--- config.mk ---
export PLATFORM = sky130hd
export DESIGN_NAME = uart_tx_arbiter
export DESIGN_NICKNAME = d
export VERILOG_FILES = /design/src/rtl/uart_tx_arb_pkg.sv /design/src/rtl/uart_idle_detector.sv /design/src/rtl/uart_tx_arbiter.sv
export SDC_FILE = /design/constraint.sdc
export NUM_CORES = 1
export LEC_CHECK = 0
export CORE_UTILIZATION = 58
export DETAILED_ROUTE_END_ITERATION = 12
export GPL_ROUTABILITY_DRIVEN = 0
export PLACE_DENSITY = 0.78
export SYNTH_ARGS = -nofsm -noshare
export SYNTH_HDL_FRONTEND = slang
export SYNTH_SLANG_ARGS = --single-unit
--- constraint.sdc ---
create_clock -name clk -period 4.45 [get_ports clk]
set_clock_uncertainty 0.15 [all_clocks]
set_input_delay 1.335 -clock clk [delete_from_list [all_inputs] [get_ports clk]]
set_output_delay 1.335 -clock clk [all_outputs]
set_load 0.01 [all_outputs]
--- src/rtl/uart_tx_arb_pkg.sv ---
// -----------------------------------------------------------------------------
// uart_tx_arb_pkg
// Shared definitions for the frame-safe UART TX arbiter.
//   uart_tx_arb_state_t : arbiter FSM states. The 2-bit encodings are fixed
//                         so they match the legacy localparam values.
//   arb_cnt_width()     : width of the idle and timeout counters, wide enough
//                         to hold TIMEOUT_BITS*BAUD_PERIOD without wrapping.
// -----------------------------------------------------------------------------
package uart_tx_arb_pkg;

    typedef enum logic [1:0] {
        ST_CPU   = 2'd0,
        ST_OCD   = 2'd1,
        ST_DRAIN = 2'd2,
        ST_GUARD = 2'd3
    } uart_tx_arb_state_t;

    function automatic int unsigned arb_cnt_width(input int unsigned timeout_bits,
                                                  input int unsigned baud_period);
        int unsigned w;
        w = $clog2(timeout_bits * baud_period + 1);
        return (w == 0) ? 1 : w;
    endfunction

endpackage

--- src/rtl/uart_idle_detector.sv ---
// -----------------------------------------------------------------------------
// uart_idle_detector
// Saturating counter of consecutive mark (1) cycles on a UART line.
// Ports:
//   clk, reset  : clock, asynchronous active-high reset
//   clear       : synchronous clear of the run counter (wins over counting)
//   line        : monitored UART line
//   threshold   : run length that counts as idle
//   idle        : high in the cycle whose sampled mark brings the run to
//                 threshold, so the owner can act on the same clock edge
// -----------------------------------------------------------------------------
module uart_idle_detector
    import uart_tx_arb_pkg::*;
#(
    parameter int unsigned WIDTH = 8
) (
    input  logic             clk,
    input  logic             reset,
    input  logic             clear,
    input  logic             line,
    input  logic [WIDTH-1:0] threshold,
    output logic             idle
);

    logic [WIDTH-1:0] count;
    logic [WIDTH-1:0] count_inc;

    // Run length including the current sample; any space restarts the run,
    // and the counter holds at all-ones rather than wrapping.
    always_comb begin
        count_inc = count;
        if (!line) begin
            count_inc = '0;
        end else if (count != '1) begin
            count_inc = count + 1'b1;
        end
    end

    // Look-ahead compare: idle is not gated by clear, which keeps the owner's
    // clear-on-transition free of a combinational loop.
    assign idle = line && (count_inc >= threshold);

    always_ff @(posedge clk or posedge reset) begin
        if (reset) begin
            count <= '0;
        end else if (clear) begin
            count <= '0;
        end else begin
            count <= count_inc;
        end
    end

endmodule

--- src/rtl/uart_tx_arbiter.sv ---
// -----------------------------------------------------------------------------
// uart_tx_arbiter
// Frame-safe switch of the board UART TX pin between the CPU UART and the
// on-chip debug coprocessor (OCD) UART. A select change waits until the old
// source has been idle for IDLE_BITS bit-times, then the pin is held at mark
// until the new source has been idle for one bit-time.
//
// Optional feature macro: UART_TX_ARB_TIMEOUT_EN
//   defined   : drain gives up after TIMEOUT_BITS bit-times and forces the
//               switch, pulsing timeout_pulse for one cycle.
//   undefined : drain waits indefinitely, timeout_pulse is tied low.
//
// Ports:
//   clk                  : system clock
//   reset                : asynchronous active-high reset
//   sel_ocd1_cpu0_req    : requested source (1 = OCD, 0 = CPU), level
//   uart_tx_cpu          : CPU UART TX line
//   uart_tx_ocd          : OCD UART TX line
//   UART_TXD             : registered pin drive
//   sel_ocd1_cpu0_active : source currently routed to the pin
//   switch_pending       : high while draining or guarding
//   timeout_pulse        : one-cycle pulse on a forced switch
// -----------------------------------------------------------------------------
module uart_tx_arbiter
    import uart_tx_arb_pkg::*;
#(
    parameter int unsigned BAUD_PERIOD  = 868,
    parameter int unsigned IDLE_BITS    = 2,
    parameter int unsigned TIMEOUT_BITS = 64
) (
    input  logic clk,
    input  logic reset,
    input  logic sel_ocd1_cpu0_req,
    input  logic uart_tx_cpu,
    input  logic uart_tx_ocd,
    output logic UART_TXD,
    output logic sel_ocd1_cpu0_active,
    output logic switch_pending,
    output logic timeout_pulse
);

    localparam int unsigned CNT_W = arb_cnt_width(TIMEOUT_BITS, BAUD_PERIOD);
    localparam logic [CNT_W-1:0] DRAIN_THRESH = CNT_W'(IDLE_BITS * BAUD_PERIOD);
    localparam logic [CNT_W-1:0] GUARD_THRESH = CNT_W'(BAUD_PERIOD);

    uart_tx_arb_state_t state;
    uart_tx_arb_state_t state_next;
    logic               cur_sel;
    logic               cur_sel_next;
    logic               src_line;
    logic               det_clear;
    logic               det_idle;
    logic [CNT_W-1:0]   det_threshold;
    logic               timeout_hit;
    logic               txd_next;

    // cur_sel flips on the drain->guard transition, so the same mux watches
    // the old source while draining and the new source while guarding.
    assign src_line      = cur_sel ? uart_tx_ocd : uart_tx_cpu;
    assign det_threshold = (state == ST_GUARD) ? GUARD_THRESH : DRAIN_THRESH;

    uart_idle_detector #(
        .WIDTH (CNT_W)
    ) u_idle (
        .clk       (clk),
        .reset     (reset),
        .clear     (det_clear),
        .line      (src_line),
        .threshold (det_threshold),
        .idle      (det_idle)
    );

`ifdef UART_TX_ARB_TIMEOUT_EN
    localparam logic [CNT_W-1:0] TIMEOUT_THRESH = CNT_W'(TIMEOUT_BITS * BAUD_PERIOD);

    logic [CNT_W-1:0] tmo_count;
    logic [CNT_W-1:0] tmo_inc;
    logic             timeout_fire;

    always_comb begin
        tmo_inc = tmo_count;
        if (tmo_count != '1) begin
            tmo_inc = tmo_count + 1'b1;
        end
    end

    // Counts drain cycles only; held at zero elsewhere so every drain entry
    // starts from a cleared count.
    always_ff @(posedge clk or posedge reset) begin
        if (reset) begin
            tmo_count <= '0;
        end else if (state != ST_DRAIN) begin
            tmo_count <= '0;
        end else begin
            tmo_count <= tmo_inc;
        end
    end

    assign timeout_hit = (state == ST_DRAIN) && (tmo_inc >= TIMEOUT_THRESH);

    // A natural idle or a withdrawn request in the same cycle is not a
    // forced switch.
    assign timeout_fire = timeout_hit && !det_idle &&
                          (sel_ocd1_cpu0_req != cur_sel);

    always_ff @(posedge clk or posedge reset) begin
        if (reset) begin
            timeout_pulse <= 1'b0;
        end else begin
            timeout_pulse <= timeout_fire;
        end
    end
`else
    assign timeout_hit   = 1'b0;
    assign timeout_pulse = 1'b0;
`endif

    always_comb begin
        state_next   = state;
        cur_sel_next = cur_sel;
        det_clear    = 1'b0;
        unique case (state)
            ST_CPU, ST_OCD: begin
                det_clear = 1'b1;
                if (sel_ocd1_cpu0_req != cur_sel) begin
                    state_next = ST_DRAIN;
                end
            end
            ST_DRAIN: begin
                if (sel_ocd1_cpu0_req == cur_sel) begin
                    state_next = cur_sel ? ST_OCD : ST_CPU;
                    det_clear  = 1'b1;
                end else if (det_idle || timeout_hit) begin
                    state_next   = ST_GUARD;
                    cur_sel_next = ~cur_sel;
                    det_clear    = 1'b1;
                end
            end
            ST_GUARD: begin
                if (det_idle) begin
                    state_next = cur_sel ? ST_OCD : ST_CPU;
                    det_clear  = 1'b1;
                end
            end
            default: begin
                state_next   = ST_CPU;
                cur_sel_next = 1'b0;
                det_clear    = 1'b1;
            end
        endcase
    end

    // Mark is forced for the whole guard, including the edge that leaves it.
    assign txd_next = (state == ST_GUARD) ? 1'b1 : src_line;

    always_ff @(posedge clk or posedge reset) begin
        if (reset) begin
            state          <= ST_CPU;
            cur_sel        <= 1'b0;
            UART_TXD       <= 1'b1;
            switch_pending <= 1'b0;
        end else begin
            state          <= state_next;
            cur_sel        <= cur_sel_next;
            UART_TXD       <= txd_next;
            switch_pending <= (state_next == ST_DRAIN) || (state_next == ST_GUARD);
        end
    end

    assign sel_ocd1_cpu0_active = cur_sel;

endmodule
==> Yosys cells after proc, flatten, opt, wreduce, memory -nomap -nowiden <==
Cells that the tools add are included.
{ "word_totals": {"ff_bits": 21, "input_bits": 5, "wordCells": 37} }
{ "op_classes": {"addsub": 1, "magnitude_cmp": 1, "n_eq_ne": 8, "n_mux": 15, "n_bitwise": 2, "reduce_logical": 5} }
{ "ops": {"columns": ["op", "count"], "rows": [
  ["16-bit two-way mux", 3],
  ["16-bit by 1-bit adder with 16-bit output (second input constant)", 1],
  ["16-bit by 11-bit >= comparator with 1-bit output", 1],
  ["16-bit != test (second input constant)", 1],
  ["11-bit two-way mux", 1],
  ["2-bit == test (second input constant)", 4],
  ["2-bit two-way mux", 4],
  ["2-bit one-hot mux with 3 select lines", 1],
  ["1-bit two-way mux", 5],
  ["1-bit one-hot mux with 3 select lines", 1],
  ["3-bit AND reduction", 1],
  ["2-bit by 1-bit == test with 1-bit output (second input constant)", 1],
  ["2-bit logical NOT", 1],
  ["1-bit NOT", 2],
  ["2-bit OR reduction", 1],
  ["1-bit == test", 1],
  ["1-bit logical AND", 1],
  ["1-bit logical OR", 1],
  ["1-bit != test", 1]
]} }

==> Longest topological paths before layout <==
{ "logic_depth": {"word_depth": 10, "depth_mapped": 16, "ltp_nobuf": 14} }

==> By module <==
A second synthesis with hierarchy kept.
{ "hier_totals": {"cells_unflattened": 187, "hier_area_um2": 1634.1} }
{ "by_module_without_submodules": {"columns": ["mod", "n_inst", "cells_per_inst", "area_each_um2", "seq_area_each_um2"], "rows": [
  ["uart_idle_detector", 1, 161, 1356.3, 400.4],
  ["uart_tx_arbiter", 1, 26, 277.8, 126.4]
]} }

==> Worst setup path after synthesis <==
OpenSTA, ideal clock, no wires.
{ "synth_timing": {"path_kind": "input-to-reg", "from": "input port uart_tx_ocd", "to": "register cur_sel (netlist: sel_ocd1_cpu0_active)", "setup_ns": 0.127, "t_arrival_ns": 3.413, "required_ns": 4.173, "slack_ns": 0.760, "cell_stages": 10, "path_buffers": 1, "path_cell_list": "mux2i_1 > clkbuf_1 > nor2_1 > ha_1 > o21ai_0 > nor3_1 > o211ai_1 > a2111oi_4 > o31a_2 > mux2_1"} }
{ "synth_between": {"elab_chain_len": 5} }
{ "synth_rtl": {"columns": ["element", "line_no", "text"], "rows": [
  ["start: declaration", "uart_tx_arbiter.sv:35", "input logic uart_tx_ocd,"],
  ["1-bit two-way mux *", "uart_tx_arbiter.sv:59", "assign src_line = cur_sel ? uart_tx_ocd : uart_tx_cpu;"],
  ["16-bit two-way mux", "uart_idle_detector.sv:32", "if (!line) begin"],
  ["16-bit by 11-bit >= comparator with 1-bit output", "uart_idle_detector.sv:41", "assign idle = line && (count_inc >= threshold);"],
  ["1-bit logical AND *", "uart_idle_detector.sv:41", null],
  ["3-bit AND reduction (no source line) *", null, null],
  ["end signal: assignment", "uart_tx_arbiter.sv:164", "cur_sel <= cur_sel_next;"],
  ["end: declaration", "uart_tx_arbiter.sv:48", "logic cur_sel;"]
]} }
Every way passes the cells marked *; elsewhere a longest branch is shown, timed or not.
A chain may end at the register's enable or synchronous reset.

==> Final worst setup path <==
{ "layout_timing": {"from": "input port uart_tx_cpu", "to": "register state[1]"} }
{ "layout_between": {"elab_chain_len": 7} }
{ "layout_rtl": {"columns": ["element", "line_no", "text"], "rows": [
  ["start: declaration", "uart_tx_arbiter.sv:34", "input logic uart_tx_cpu,"],
  ["1-bit two-way mux *", "uart_tx_arbiter.sv:59", null],
  ["16-bit two-way mux", "uart_idle_detector.sv:32", null],
  ["16-bit by 11-bit >= comparator with 1-bit output", "uart_idle_detector.sv:41", null],
  ["1-bit logical AND *", "uart_idle_detector.sv:41", null],
  ["2-bit two-way mux", "uart_tx_arbiter.sv:133", "end else if (det_idle || timeout_hit) begin"],
  ["2-bit two-way mux", "uart_tx_arbiter.sv:130", "if (sel_ocd1_cpu0_req == cur_sel) begin"],
  ["2-bit one-hot mux with 3 select lines *", "uart_tx_arbiter.sv:122", "unique case (state)"],
  ["via state_next[1]", "uart_tx_arbiter.sv:47", "uart_tx_arb_state_t state_next;"],
  ["end signal: assignment", "uart_tx_arbiter.sv:163", "state <= state_next;"],
  ["end: declaration", "uart_tx_arbiter.sv:46", "uart_tx_arb_state_t state;"]
]} }
Mark *: on every way through the listed nets, which the timed path passes. The rest lies on a longest branch.

==> run_results.csv <==
group,metric,value,unit
detailed_routing,vias,1210,
critical_path,startpoint_type,"input pin",
finish,final_layout_size_suffix_gt1_frac,0.120,
global_routing,grt_pass1_vias,1178,
global_routing,antenna_found_initial,0,
critical_path,crit_type,"input pin to flop",
clock_tree,post_cts_buffers,0,
clock_tree,clock_latency,0.31,ns
clock_tree,htree_num_levels,1,
die,initial_core_util,0.629,
power_and_ir_drop,p_seq_frac,0.425,
critical_path,slowest_stage,"clkdlybuf4s50_1",
die,core,2250,um2
critical_path,reg2reg_depth,12,
detailed_routing,wl_per_cell,17.2,um
critical_path,critical_path.startpoint,"uart_tx_cpu",
synthesis,muxShareOfSynthArea,0.0370,
die,die_h,51.5,um
power_and_ir_drop,combPwrFrac,0.414,
critical_path,critical_path_required,4.49,ns
run_status,status,"finished, final reports clean",
hold_path,worstHoldPathType,"flop to flop",
clock_tree,cts.sinks,21,
clock_tree,clk_path_buf_depth,2,
critical_path,cp-end-kind,"flop",
timing,drv_slew,0,
finish,layout_commonest_cell,"dfrtp_1",
critical_path,cp_max_fo,9,
finish,final_cell_mix,"dfrtp_1, nor2_1, nor3_1",
synthesis,synthXorXnorAreaFrac,0.0556,
power_and_ir_drop,ir_drop,438,uV
synthesis,synth_cells,146,
die,placementRows,17,
timing,post-route-period-util,0.901,
power_and_ir_drop,power.switching,229,uW
power_and_ir_drop,intPower,357,uW
die,die_area,2650,um2
power_and_ir_drop,p_per_area,380,nW/um2
finish,syn_to_final_growth,8.73,%
timing,tns,0,ns
synthesis,synth_edf_count,0,
critical_path,crit_cells,11,
synthesis,synth_top_family_by_area,"simple AND/OR/NAND/NOR gates",
global_routing,grt_max_degree,22,
critical_path,cpLargestDelayFamily,"compound AO/OA/AOI/OAI gates",
detailed_routing,post-route-drc-count,0,
timing,min_period,4.01,ns
synthesis,synthAdderAreaFrac,0.0688,
synthesis,synth-seq-cells,21,
critical_path,max_stage_delay,0.50,ns
place,io_buffers,7,
critical_path,rrSetupSlack,0.66,ns
synthesis,synthSimpleGateAreaFrac,0.279,
place,place_hpwl,2420,um
critical_path,regToRegEndpoint,"state[1]",
critical_path,crit_chain,"clkdlybuf4s50_1, mux2_2, o21ai_0, a31o_2, ha_1, a21oi_1, nand2b_1, and3_1, a2111oi_4, o31a_1, a21oi_1",
power_and_ir_drop,p_leak,0.000602,uW
synthesis,yosysUniqueCellTypes,51,
clock_tree,cts_resized,0,
global_routing,grt_pass1_wl,5350,um
synthesis,yosysWarnings,0,
critical_path,reg2reg_from,"u_idle.count[0]",
die,die_x,51.5,um
critical_path,cpMostUsedCell,"a21oi_1",
detailed_routing,first_pass_iters,6,
finish,fin_nets,171,
global_routing,track_usage,0.283,
critical_path,cp.arrival,4.05,ns
clock_tree,cts_buffers,3,
clock_tree,path_clk_slew,0.12,ns
detailed_routing,drt_iter0_markers,68,
global_routing,gr-total-overflow,0,
clock_tree,ctsHoldBuffers,0,
synthesis,synth.cell_area,1420,um2
synthesis,synthArstFlopShare,1.00,
detailed_routing,ant_nets,0,
finish,postLayoutCoreUtil,0.684,
synthesis,synthFlopType,"dfrtp_1",
timing,maxSlewHeadroom,0.467,
timing,setup_viol,0,
synthesis,synth_compound_area_frac,0.148,
power_and_ir_drop,p_sw_frac,0.391,
die,io_pins,9,
synthesis,avgSynthCellArea,9.72,um2
critical_path,cp_num_buf_inv,1,
job,maxCapViolCount,0,
critical_path,endpoint,"state[1]",
clock_tree,cts_tree,"yes",
detailed_routing,viasPerCell,6.51,
power_and_ir_drop,clkPwrFrac,0.161,
timing,tightest_slew,0.798,ns
detailed_routing,totalWireLength,3200,um
finish,antenna_cells,0,
timing,timing.fmax,0.249,GHz
synthesis,ys_seq_area_frac,0.371,
timing,rsz0062_at_grt,"no",
clock_tree,root_buffer,"clkbuf_4",
timing,hold_viol_final,0,
==> metal layers <==
metal | part of all wire | up-vias | global-route usage
met2 | 0.46 | 55 | 0.435
met3 | 0.068 | 9 | 0.0536
met4 | 0.018 | 0 | 0.126
met1 | 0.46 | 572 | 0.384
li1 | - | 574 | -
met5 | 0 | - | 0
==> cells in the mapped netlist (all sizes together) (4+ instances only) <==
cell type	n	share of area
nor4	9	0.044
nand4	8	0.035
nand3	7	0.028
ha	7	0.062
o21ai	4	0.014
nor3	10	0.043
nand2	9	0.026
buf	5	0.027
a21oi	4	0.014
nor2	10	0.026
xor2	6	0.037
dfrtp	20	0.35
==> state kept, by name (all words and copies together) (netlist names) <==
register and flops:
UART_TXD 1, state 2, sel_ocd1_cpu0_active 1, switch_pending 1
u_idle.count 16
==> logic make-up after synthesis <==
family / after synthesis
buffers and inverters: 9
muxes: 5
DFF: 21
adders and majority gates: 8
xor gates and xnor gates: 9
other: 1
and+or+nand+nor: 68
AOI/OAI and AO/OA: 25
==> power groups by stage <==
stage / sequential (uW) / clock (uW) / combinational [uW]
2_1_floorplan: 247 / 0 / 172
3_3_place_gp: 250 / 0 / 226
3_5_place_dp: 251 / 0 / 243
4_1_cts: 248 / 96.5 / 242
5_1_grt: 253 / 104 / 261
6_report: 249 / 94.2 / 243
==> final cells by class <==
class                           count  area (um2)
Sequential cell                    21         527
Fill cell                         183         712
Clock buffer                        3        22.5
Multi-Input combinational cell    121         857
Timing Repair Buffer                9        85.1
Inverter                            3        11.3
Tap cell                           28        35.0
Clock inverter                      1        5.00
==> worst register-to-register path, cell delays in order (launching register included) <==
cell and delay (ns):
dfrtp_1 0.54, ha_1 0.30, and4_1 0.28, nand4_1 0.22
buf_4 0.25, a31o_2 0.27, ha_1 0.32, a21oi_1 0.08
nand2b_1 0.15, and3_1 0.19, a2111oi_4 0.37, o31a_1 0.42
a21oi_1 0.13
==> worst min path at each step <==
stage,start,end,slack [ns],cells after the start
floorplan,state[0],UART_TXD,0.44,2
global placement,sel_ocd1_cpu0_active,sel_ocd1_cpu0_active,0.49,1
detailed placement,sel_ocd1_cpu0_active,sel_ocd1_cpu0_active,0.51,1
CTS,sel_ocd1_cpu0_active,sel_ocd1_cpu0_active,0.53,1
global route,sel_ocd1_cpu0_active,sel_ocd1_cpu0_active,0.57,1
finish,sel_ocd1_cpu0_active,sel_ocd1_cpu0_active,0.54,1
==> per-stage QoR <==
stage / setup slack (ns) / area, um2 / instances / power (uW) / hold slack, ns
global route: 0.369 / 1540 / 186 / 619 / 0.565
finish: 0.440 / 1540 / 186 / 586 / 0.544
global placement: 0.297 / 1520 / 182 / 476 / 0.494
CTS: 0.503 / 1540 / 186 / 586 / 0.535
detailed placement: 0.156 / 1520 / 182 / 495 / 0.507
floorplan: 0.760 / 1440 / 151 / 419 / 0.442
Power figures use the tool's default switching activity.
